## src/rtl/uart_rx_pkg.sv

```systemverilog
// Shared types and constants for the UART receive path.
package uart_rx_pkg;

  typedef enum logic [2:0] {
    ST_IDLE,
    ST_START,
    ST_DATA,
    ST_PARITY,
    ST_STOP
  } rx_state_e;

  localparam logic [4:0] PRESCALE_8     = 5'd8;
  localparam logic [4:0] PRESCALE_16    = 5'd16;
  localparam int         DATA_WIDTH_DEF = 8;

  // Anything other than 16 runs the frame at 8x oversampling.
  function automatic logic [4:0] norm_prescale(input logic [4:0] p);
    return (p == PRESCALE_16) ? PRESCALE_16 : PRESCALE_8;
  endfunction

endpackage

```

## src/rtl/uart_rx_ctrl_if.sv

```systemverilog
// Signal bundle between the RX frame controller and its neighbours
// (serial line, sampler, byte consumer).
interface uart_rx_ctrl_if #(
  parameter int DATA_WIDTH = uart_rx_pkg::DATA_WIDTH_DEF
);
  logic                  rx_in;
  logic [4:0]            prescale;
  logic                  par_en;
  logic                  par_typ;
  logic                  sampled_bit;
  logic                  data_samp_en;
  logic [4:0]            edge_cnt;
  logic [3:0]            bit_cnt;
  logic [DATA_WIDTH-1:0] p_data;
  logic                  data_valid;
  logic                  par_err;
  logic                  stp_err;
  logic                  strt_glitch;

  // Controller side.
  modport slave (
    input  rx_in, prescale, par_en, par_typ, sampled_bit,
    output data_samp_en, edge_cnt, bit_cnt, p_data,
           data_valid, par_err, stp_err, strt_glitch
  );

  // Environment side (line driver, sampler, consumer).
  modport master (
    output rx_in, prescale, par_en, par_typ, sampled_bit,
    input  data_samp_en, edge_cnt, bit_cnt, p_data,
           data_valid, par_err, stp_err, strt_glitch
  );
endinterface

```

## src/rtl/uart_rx_edge_bit_cnt.sv

```systemverilog
// Oversampling edge counter and frame bit counter. Both sit at zero
// whenever the enable is low, so a new frame always starts from 0/0.
module uart_rx_edge_bit_cnt (
  input  logic       clk,
  input  logic       rst,
  input  logic       i_en,
  input  logic [4:0] i_pre,
  output logic [4:0] o_edge_cnt,
  output logic [3:0] o_bit_cnt,
  output logic       o_bit_done
);
  logic [4:0] r_edge;
  logic [3:0] r_bit;

  // Last oversampling edge of the current bit; the sampler result is ready here.
  assign o_bit_done = (r_edge == i_pre - 5'd1);
  assign o_edge_cnt = r_edge;
  assign o_bit_cnt  = r_bit;

  // Count edges 0..P-1, wrap, and advance the bit index on each wrap.
  always_ff @(posedge clk or negedge rst) begin
    if (!rst) begin
      r_edge <= '0;
      r_bit  <= '0;
    end else if (!i_en) begin
      r_edge <= '0;
      r_bit  <= '0;
    end else if (o_bit_done) begin
      r_edge <= '0;
      r_bit  <= r_bit + 4'd1;
    end else begin
      r_edge <= r_edge + 5'd1;
    end
  end
endmodule

```

## src/rtl/uart_rx_ctrl.sv

```systemverilog
// UART receive frame controller: start detection, bit timing for the
// majority-vote sampler, LSB-first deserialization, parity/stop checks.
module uart_rx_ctrl
  import uart_rx_pkg::*;
#(
  parameter int DATA_WIDTH = DATA_WIDTH_DEF
) (
  input  logic          clk,
  input  logic          rst,
  uart_rx_ctrl_if.slave bus
);
  rx_state_e             r_state, w_next;
  logic [4:0]            r_pre;
  logic                  r_par_en, r_par_typ;
  logic [DATA_WIDTH-1:0] r_shift, r_p_data;
  logic                  r_par, r_par_fail;
  logic                  r_samp_en, r_dv, r_par_err, r_stp_err, r_glitch;

  logic                  w_start, w_shift_en, w_par_chk, w_load;
  logic                  w_samp_en, w_dv, w_par_err, w_stp_err, w_glitch;
  logic                  w_cnt_en, w_bit_done;
  logic [4:0]            w_edge_cnt;
  logic [3:0]            w_bit_cnt;

  // Counters run only while the frame continues; the edge that ends a
  // frame also clears them so IDLE always shows 0/0.
  assign w_cnt_en = (r_state != ST_IDLE) && (w_next != ST_IDLE);

  uart_rx_edge_bit_cnt u_cnt (
    .clk        (clk),
    .rst        (rst),
    .i_en       (w_cnt_en),
    .i_pre      (r_pre),
    .o_edge_cnt (w_edge_cnt),
    .o_bit_cnt  (w_bit_cnt),
    .o_bit_done (w_bit_done)
  );

  // State register.
  always_ff @(posedge clk or negedge rst) begin
    if (!rst) r_state <= ST_IDLE;
    else      r_state <= w_next;
  end

  // Next state and next values of the registered strobes.
  always_comb begin
    w_next     = r_state;
    w_start    = 1'b0;
    w_shift_en = 1'b0;
    w_par_chk  = 1'b0;
    w_load     = 1'b0;
    w_dv       = 1'b0;
    w_par_err  = 1'b0;
    w_stp_err  = 1'b0;
    w_glitch   = 1'b0;
    case (r_state)
      ST_IDLE: begin
        if (!bus.rx_in) begin
          w_next  = ST_START;
          w_start = 1'b1;
        end
      end
      ST_START: begin
        if (w_bit_done) begin
          if (bus.sampled_bit) begin
            w_next   = ST_IDLE;
            w_glitch = 1'b1;
          end else begin
            w_next = ST_DATA;
          end
        end
      end
      ST_DATA: begin
        if (w_bit_done) begin
          w_shift_en = 1'b1;
          if (w_bit_cnt == 4'(DATA_WIDTH))
            w_next = r_par_en ? ST_PARITY : ST_STOP;
        end
      end
      ST_PARITY: begin
        if (w_bit_done) begin
          w_par_chk = 1'b1;
          w_next    = ST_STOP;
        end
      end
      ST_STOP: begin
        if (w_bit_done) begin
          w_next    = ST_IDLE;
          w_stp_err = !bus.sampled_bit;
          w_par_err = r_par_fail;
          w_dv      = bus.sampled_bit && !r_par_fail;
          w_load    = w_dv;
        end
      end
      default: w_next = ST_IDLE;
    endcase
    // Sampler must stay enabled for the whole frame or it drops its votes.
    w_samp_en = (w_next != ST_IDLE);
  end

  // Frame configuration, deserializer, parity tracking and output registers.
  always_ff @(posedge clk or negedge rst) begin
    if (!rst) begin
      r_pre      <= PRESCALE_8;
      r_par_en   <= 1'b0;
      r_par_typ  <= 1'b0;
      r_shift    <= '0;
      r_par      <= 1'b0;
      r_par_fail <= 1'b0;
      r_p_data   <= '0;
      r_samp_en  <= 1'b0;
      r_dv       <= 1'b0;
      r_par_err  <= 1'b0;
      r_stp_err  <= 1'b0;
      r_glitch   <= 1'b0;
    end else begin
      r_samp_en <= w_samp_en;
      r_dv      <= w_dv;
      r_par_err <= w_par_err;
      r_stp_err <= w_stp_err;
      r_glitch  <= w_glitch;
      if (w_start) begin
        r_pre      <= norm_prescale(bus.prescale);
        r_par_en   <= bus.par_en;
        r_par_typ  <= bus.par_typ;
        r_shift    <= '0;
        r_par      <= 1'b0;
        r_par_fail <= 1'b0;
      end
      if (w_shift_en) begin
        r_shift <= {bus.sampled_bit, r_shift[DATA_WIDTH-1:1]};
        r_par   <= r_par ^ bus.sampled_bit;
      end
      if (w_par_chk)
        r_par_fail <= (bus.sampled_bit != (r_par ^ r_par_typ));
      if (w_load)
        r_p_data <= r_shift;
    end
  end

  assign bus.data_samp_en = r_samp_en;
  assign bus.edge_cnt     = w_edge_cnt;
  assign bus.bit_cnt      = w_bit_cnt;
  assign bus.p_data       = r_p_data;
  assign bus.data_valid   = r_dv;
  assign bus.par_err      = r_par_err;
  assign bus.stp_err      = r_stp_err;
  assign bus.strt_glitch  = r_glitch;
endmodule

```

## src/flat_wrapper.sv

```systemverilog
// flat-port wrapper written by rule: the top's interface ports become plain ports
module uart_rx_ctrl_flat import uart_rx_pkg::*;
#(
  parameter int DATA_WIDTH = DATA_WIDTH_DEF
)
  (clk, rst, bus_rx_in, bus_prescale, bus_par_en, bus_par_typ, bus_sampled_bit, bus_data_samp_en, bus_edge_cnt, bus_bit_cnt, bus_p_data, bus_data_valid, bus_par_err, bus_stp_err, bus_strt_glitch);
  uart_rx_ctrl_if #(.DATA_WIDTH(DATA_WIDTH)) bus_i ();
  input  logic clk;
  input  logic rst;
  input wire logic [$bits(bus_i.rx_in)-1:0] bus_rx_in;
  input wire logic [$bits(bus_i.prescale)-1:0] bus_prescale;
  input wire logic [$bits(bus_i.par_en)-1:0] bus_par_en;
  input wire logic [$bits(bus_i.par_typ)-1:0] bus_par_typ;
  input wire logic [$bits(bus_i.sampled_bit)-1:0] bus_sampled_bit;
  output wire logic [$bits(bus_i.data_samp_en)-1:0] bus_data_samp_en;
  output wire logic [$bits(bus_i.edge_cnt)-1:0] bus_edge_cnt;
  output wire logic [$bits(bus_i.bit_cnt)-1:0] bus_bit_cnt;
  output wire logic [$bits(bus_i.p_data)-1:0] bus_p_data;
  output wire logic [$bits(bus_i.data_valid)-1:0] bus_data_valid;
  output wire logic [$bits(bus_i.par_err)-1:0] bus_par_err;
  output wire logic [$bits(bus_i.stp_err)-1:0] bus_stp_err;
  output wire logic [$bits(bus_i.strt_glitch)-1:0] bus_strt_glitch;
  assign bus_i.rx_in = bus_rx_in;
  assign bus_i.prescale = bus_prescale;
  assign bus_i.par_en = bus_par_en;
  assign bus_i.par_typ = bus_par_typ;
  assign bus_i.sampled_bit = bus_sampled_bit;
  assign bus_data_samp_en = bus_i.data_samp_en;
  assign bus_edge_cnt = bus_i.edge_cnt;
  assign bus_bit_cnt = bus_i.bit_cnt;
  assign bus_p_data = bus_i.p_data;
  assign bus_data_valid = bus_i.data_valid;
  assign bus_par_err = bus_i.par_err;
  assign bus_stp_err = bus_i.stp_err;
  assign bus_strt_glitch = bus_i.strt_glitch;
  uart_rx_ctrl #(.DATA_WIDTH(DATA_WIDTH)) u_core (.clk(clk), .rst(rst), .bus(bus_i));
endmodule
```

## config.mk

```make
export PLATFORM = sky130hd
export DESIGN_NAME = uart_rx_ctrl_flat
export DESIGN_NICKNAME = d
export VERILOG_FILES = /design/src/rtl/uart_rx_pkg.sv /design/src/rtl/uart_rx_ctrl_if.sv /design/src/rtl/uart_rx_edge_bit_cnt.sv /design/src/rtl/uart_rx_ctrl.sv /design/src/flat_wrapper.sv
export SDC_FILE = /design/constraint.sdc
export NUM_CORES = 1
export LEC_CHECK = 0
export CAP_MARGIN = 10
export CELL_PAD_IN_SITES_DETAIL_PLACEMENT = 1
export CELL_PAD_IN_SITES_GLOBAL_PLACEMENT = 1
export CORE_ASPECT_RATIO = 0.8
export CORE_MARGIN = 5
export CORE_UTILIZATION = 52
export CTS_BUF_LIST = sky130_fd_sc_hd__clkbuf_16
export DETAILED_ROUTE_END_ITERATION = 10
export DONT_BUFFER_PORTS = 1
export GPL_TIMING_DRIVEN = 1
export PLACE_DENSITY_LB_ADDON = 0.1
export SYNTH_ARGS = -nofsm -noshare
export SYNTH_HDL_FRONTEND = slang
export SYNTH_HIERARCHICAL = 1
export SYNTH_SLANG_ARGS = --single-unit
```

## constraint.sdc

```tcl
create_clock -name clk -period 3.8 [get_ports clk]
set_input_delay 0.76 -clock clk [delete_from_list [all_inputs] [get_ports clk]]
set_output_delay 0.76 -clock clk [all_outputs]
set_load 0.1 [all_outputs]
```

==> Yosys cells after proc, flatten, opt, wreduce, memory -nomap -nowiden <==
Cells that the tools add are included.
Widths: inputs -> output; s select.
{ "op_classes": {"reduce_logical": 9, "eq_ne": 9, "bitwise_logic": 2, "addsub": 3, "muxes": 33} }
{ "ops": {"columns": ["op", "count"], "rows": [
  ["$mux 3", 7],
  ["$mux 1", 17],
  ["$mux 8", 2],
  ["$mux 5", 3],
  ["$pmux 3 s5", 1],
  ["$mux 4", 2],
  ["$eq 3x2->1 const B", 2],
  ["$reduce_bool 3->1", 2],
  ["$add 5x1->5 const B", 1],
  ["$eq 5x5->1", 1],
  ["$eq 5x5->1 const B", 1],
  ["$sub 5x1->5 const B", 1],
  ["$add 4x1->4 const B", 1],
  ["$eq 4x4->1 const B", 1],
  ["$reduce_bool 2->1", 2],
  ["$eq 3x1->1 const B", 1],
  ["$eq 3x3->1 const B", 1],
  ["$logic_not 3->1", 1],
  ["$logic_and 1x1->1", 2],
  ["$logic_not 1->1", 2],
  ["$mux 2", 1],
  ["$ne 2x1->1 const B", 1],
  ["$xor 1x1->1", 2],
  ["$ne 1x1->1", 1]
]} }
{ "word_totals": {"out_inout_bits": 22, "regBits": 42, "wordCells": 71, "inputBits": 11} }

==> Depth between registers and ports, before layout <==
{ "logic_depth": {"word_depth": 7, "mapped_depth": 13, "mapped_depth_nobuf": 12} }

==> Cells and area by module <==
The synthesis kept the hierarchy.
{ "by_module_without_submodules": {"columns": ["mod", "n_inst", "seq_area_each_um2", "cells_per_inst", "area_each_um2"], "rows": [
  ["uart_rx_ctrl", 1, 752.0, 124, 1325.0],
  ["uart_rx_edge_bit_cnt", 1, 225.2, 54, 529.3]
]} }

==> Worst setup path before layout <==
Ideal clock, no wire load.
{ "synth_path": {"path_type": "reg2reg", "start": "register u_core.u_cnt.r_edge[2] (netlist: u_core/u_cnt/o_edge_cnt[2])", "end": "register u_core.r_p_data[0] (netlist: u_core/bus.p_data[0])", "setup_ps": 125, "t_required_ps": 3675, "stages_incl_launch_ff": 10, "path_slack_ps": 932, "synth_period_minus_slack_ps": 2868, "n_path_buf": 2, "arrival_time_ps": 2743, "cell_sequence": "dfrtp_1 > nand4bb_1 > a211oi_2 > o211ai_2 > inv_1 > buf_2 > nand3_2 > or3b_1 > buf_6 > mux2_4"} }
{ "synth_via": {"elab_chain_len": 3} }
{ "synth_rtl": {"columns": ["item", "line", "rtl"], "rows": [
  ["from (decl)", "uart_rx_edge_bit_cnt.sv:12", "logic [4:0] r_edge;"],
  ["from (signal assigned)", "uart_rx_edge_bit_cnt.sv:32", "r_edge <= r_edge + 5'd1;"],
  ["$eq 5x5->1", "uart_rx_edge_bit_cnt.sv:16", "assign o_bit_done = (r_edge == i_pre - 5'd1);"],
  ["named net u_core.w_bit_done", "uart_rx_ctrl.sv:21", "logic w_cnt_en, w_bit_done;"],
  ["$mux 1", "uart_rx_ctrl.sv:87", "if (w_bit_done) begin"],
  ["$mux 1", "uart_rx_ctrl.sv:56", "case (r_state)"],
  ["to (signal assigned)", "uart_rx_ctrl.sv:137", "r_p_data <= r_shift;"],
  ["to (decl)", "uart_rx_ctrl.sv:15", "logic [DATA_WIDTH-1:0] r_shift, r_p_data;"]
]} }
The timed path passes the listed nets, and every way through them passes these cells.
A chain may end at the register's enable or synchronous reset.

==> Worst setup path after layout <==
{ "layout_path": {"start": "register u_core.u_cnt.r_edge[4] (netlist: u_core/u_cnt/o_edge_cnt[4])", "end": "register u_core.u_cnt.r_edge[3] (netlist: u_core/u_cnt/o_edge_cnt[3])"} }
{ "layout_via": {"elab_chain_len": 6, "word_cells_on_any_way": 10, "cone_classes": "eq/ne: 1; mux: 7; reduce/logical: 2"} }
{ "layout_rtl": {"columns": ["item", "line", "rtl"], "rows": [
  ["$eq 5x5->1 *", "uart_rx_edge_bit_cnt.sv:16", null],
  ["named net u_core.w_bit_done", "uart_rx_ctrl.sv:21", null],
  ["$mux 3 (on tied branches)", null, null],
  ["$pmux 3 s5 *", "uart_rx_ctrl.sv:56", null],
  ["$reduce_bool 3->1 *", "uart_rx_ctrl.sv:27", "assign w_cnt_en = (r_state != ST_IDLE) && (w_next != ST_IDLE);"],
  ["$logic_and 1x1->1 *", "uart_rx_ctrl.sv:27", null],
  ["named net u_core.w_cnt_en", "uart_rx_ctrl.sv:21", null],
  ["$mux 5 *", "uart_rx_edge_bit_cnt.sv:25", "end else if (!i_en) begin"]
]} }
The timed path passes the listed nets; every way through them passes the cells marked *.

==> implementation parameters <==
Parameter                              Value

Placement
  Placer's final routability congestion estimate ... 0.7901
  Placed cell areas ... between 1500 and 2000 um2
  Total of buffers placed on input and output ports ... 0
  Half-perimeter wire length after placement ... a little over 3000 um

Die
  Chip width ... 76.77 um
  Die area ... 4868 um2
  Top-level port count ... 33
  Number of rows in the core area ... 19
  Floorplan core area ... 3447 um2
  Vertical die dimension ... ~63 um
  Starting Density ... 53.79%

Timing
  Crit path time final ... a little over 3 ns
  Clock Skew ... ~0.0043 ns
  Fraction of the cycle the final worst path needs ... between 80% and 90%
  Fmax achieved ... 324.7 MHz
  Count of final max-slew check failures ... 0
  Final count of hold timing violations ... 0
  Setup total negative slack ... 0 ns
  Final Setup Violations ... 0
  Setup repair after global routing missed its margin ... false
  Worst-Margin Slew ... 1.008 ns
  Worst rel slew slack ... 32.82%

Cells and area
  Filler instances ... 390
  Inserted Diodes ... 0
  Layout Area Growth over Synthesis ... 14.91%
  Proportion of layout cells with a drive suffix above 1 ... about 15%
  Post-route cell area ... 2131 um2
  Nets ... 206

Route
  Length of the first detailed-routing pass in iterations ... 4
  Routed WL per cell ... between 15 and 20 um
  Total length of routed wires ... 4353 um
  Post-route ant nets ... 0
  Vias/cell ... 5.621
  DRC viols ... 0
  Drt initial violations ... 43
  Vias ... about 1,300

Critical path
  Data arrival at the endpoint of the critical path ... between 3 and 4 ns
  Critical path data required time ... 4.00 ns
  Most common cell on crit path ... nor2_1
  Startpoint of the most critical setup path ... u_core/u_cnt/o_edge_cnt[4]$_DFF_PN0_
  Setup crit end kind ... flip-flop
  Start of the worst register-to-register path ... u_core/u_cnt/o_edge_cnt[4]$_DFF_PN0_
  Critical path startpoint category ... flip-flop
  CP Cell Sequence ... buf_4, xor2_1, a211oi_2, o211ai_2, inv_1, nand3b_1, o221ai_1, nor2_1, a21oi_1, nand2_1, nor2_1
  Top fanout value on the critical path ... 10
  Start-to-end type of the worst setup path ... reg -> reg
  Slowest CP cell ... a21oi_1
  Largest stage delay, worst path ... 0.43 ns

Clocking
  Clock tree from TritonCTS ... yes
  Clock transition at the registers of the reported paths ... 0.06 ns
  Post-cts repair resize count ... 0
  Clock Tree Buf Depth ... 2
  CTS Hold Buffers Added ... 0
  Inserted Clock Buffers ... 5
  Deepest level of the CTS H-tree ... 2
  Number of clock sinks ... 39
  Post-CTS repair timing setup buffer count ... 0
  Root Buffer ... clkbuf_16
  Clock insertion delay at the later pin of the skew report ... 0.28 ns

Yosys
  Most repeated cell in the gate-level netlist after synthesis ... dfrtp_1
  Yosys top cell area share ... 51.28%
  Largest area contributor in the netlist ... dfrtp_1
  Flops & latches, synth ... 39
  Mapped Cells ... around 180
  Synth async-reset ratio ... 100.0%
  Most instantiated flip-flop cell in the synthesis netlist ... dfrtp_1
  Warnings from Yosys ... 6
  Proportion of synthesized chip area in sequential cells ... 52.70%
  Post-synth EDFFs ... 0
  Post-synthesis cell area ... 1854 um2
  Post-synthesis cell type count ... 43
  Largest cells by area after synthesis ... dfrtp_1 (51%), mux2_4 (6.5%), nand2_1 (6.3%)
  Post-Syn Area per Cell ... approximately 10 um2
  Top cells by instance count after synthesis ... dfrtp_1 (38), nand2_1 (31), nor2_1 (13)

Pwr
  Largest vdd supply drop ... 0.6258 mV
  Sequential fraction of design power ... about two fifths
  Static power due to leakage ... between 1 and 1.5 nW
  Combinational power share ... between 30 and 40%
  Switching power total ... between 0.7 and 0.8 mW
  Pwr dens ... roughly 840 nW/um2
  Clock network power share ... 30.2%
  Proportion of total power due to net switching ... 41.79%
  Internal power of the cells ... 1.041 mW

GRT
  Aggregate global routing overflow ... 0
  Global-route usage over all layers ... 19.18%
  Largest net degree at the start of global routing ... 40
  Vias in the first global route ... about 1,500
  Antenna violations before repair ... 0
  First-pass GRT wire length ... 7369 um

Run
  Max capacitance violation total ... 0

Outcome
  Outcome ... finished, final reports clean

Min path
  Class of the tightest hold or removal check ... in -> async
-- stage by stage --
step                      util (%)  std cells  hold WS (ns)  setup WS (ns)  total power, mW
after floorplan                  -        187        0.4644         0.9317            1.119
after global placement       56.23        227        0.4654          1.053            1.210
after detailed placement     56.23        227        0.4653         0.8387            1.246
after CTS                    61.81        235        0.1685         0.7686            1.798
after global routing         61.81        235        0.1529         0.5806            1.883
final                        61.81        235        0.1718         0.7207            1.789
-- power groups by stage --
stage	logic, mW	clock network [mW]	registers (mW)
floorplan	0.272	0	0.847
global placement	0.515	0	0.695
detailed placement	0.543	0	0.703
CTS	0.554	0.547	0.698
global route	0.590	0.578	0.715
finish	0.552	0.540	0.697
-- layer usage --
| layer | up-vias | wire length [um] | share of wire [%] | GRT usage, % |
|---|---|---|---|---|
| met5 | - | 0 | 0 | 0 |
| met2 | 37 | 1998 | 46 | 29.98 |
| met3 | 12 | 269 | 6.2 | 6.268 |
| met1 | 657 | 1962 | 45 | 24.18 |
| li1 | 615 | - | - | - |
| met4 | 0 | 122 | 2.8 | 8.515 |
-- layout by cell type (no fill, tap or decap), types with 6 or more instances in the layout --
| cell | n |
|---|---|
| xor2_1 | 7 |
| mux2_4 | 8 |
| o21ai_0 | 11 |
| nand2_1 | 31 |
| conb_1 | 10 |
| dfrtp_1 | 38 |
| nand3_1 | 7 |
| buf_4 | 6 |
| inv_1 | 7 |
| nor2_1 | 13 |
-- flip-flops by register name, indices dropped and copies added, names as in the netlist, 2 cells and up --
name                     flops
u_core/bus.p_data            8
u_core/r_pre                 2
u_core/r_shift               8
u_core/r_state               3
u_core/u_cnt/o_bit_cnt       4
u_core/u_cnt/o_edge_cnt      5
-- worst paths after layout --
check	end	slack, ns	cells after the start
setup / recovery	u_core/u_cnt/o_edge_cnt[3]$_DFF_PN0_	0.72	11
hold / removal	u_core/bus.stp_err$_DFF_PN0_	0.17	0
setup reg to reg	u_core/u_cnt/o_edge_cnt[3]$_DFF_PN0_	0.72	11
hold reg to reg	u_core/r_par$_DFFE_PN0P_	0.51	1
max in group asynchronous	u_core/r_pre[3]$_DFFE_PN1P_	3.45	0
min in group clk	u_core/r_par$_DFFE_PN0P_	0.51	1
-- worst max-delay path: cells and delay by family (launching register included) --
kind / cells / cell delay (ns)
and+or+nand+nor: 4 / 0.70
buffers and inverters: 2 / 0.54
DFF: 1 / 0.36
AOI/OAI and AO/OA: 4 / 1.19
xor gates and xnor gates: 1 / 0.22
-- final cells by class --
cell class / count / area (um2) / share of cell area (%)
Inverter: 7 / 26.28 / 1.233
Sequential cell: 39 / 977.2 / 45.86
Timing Repair Buffer: 6 / 45.04 / 2.114
Tap cell: 42 / 52.55 / 2.466
Multi-Input combinational cell: 133 / 837.1 / 39.28
Clock inverter: 3 / 67.56 / 3.171
Clock buffer: 5 / 125.1 / 5.872
-- logic make-up (layout without fill, tap and decap cells) --
family | after synthesis | in the layout | share of synthesized area [%]
compound gates | 25 | 25 | 8.570
flops | 39 | 39 | 52.70
mux | 9 | 9 | 7.018
fa+ha+maj | 3 | 3 | 2.025
xor+xnor | 12 | 12 | 5.668
simple gates | 74 | 74 | 19.84
other cells | 1 | 10 | 0.2022
buf+inv | 15 | 21 | 3.981
No activity file was read; power rests on OpenSTA's default activity.
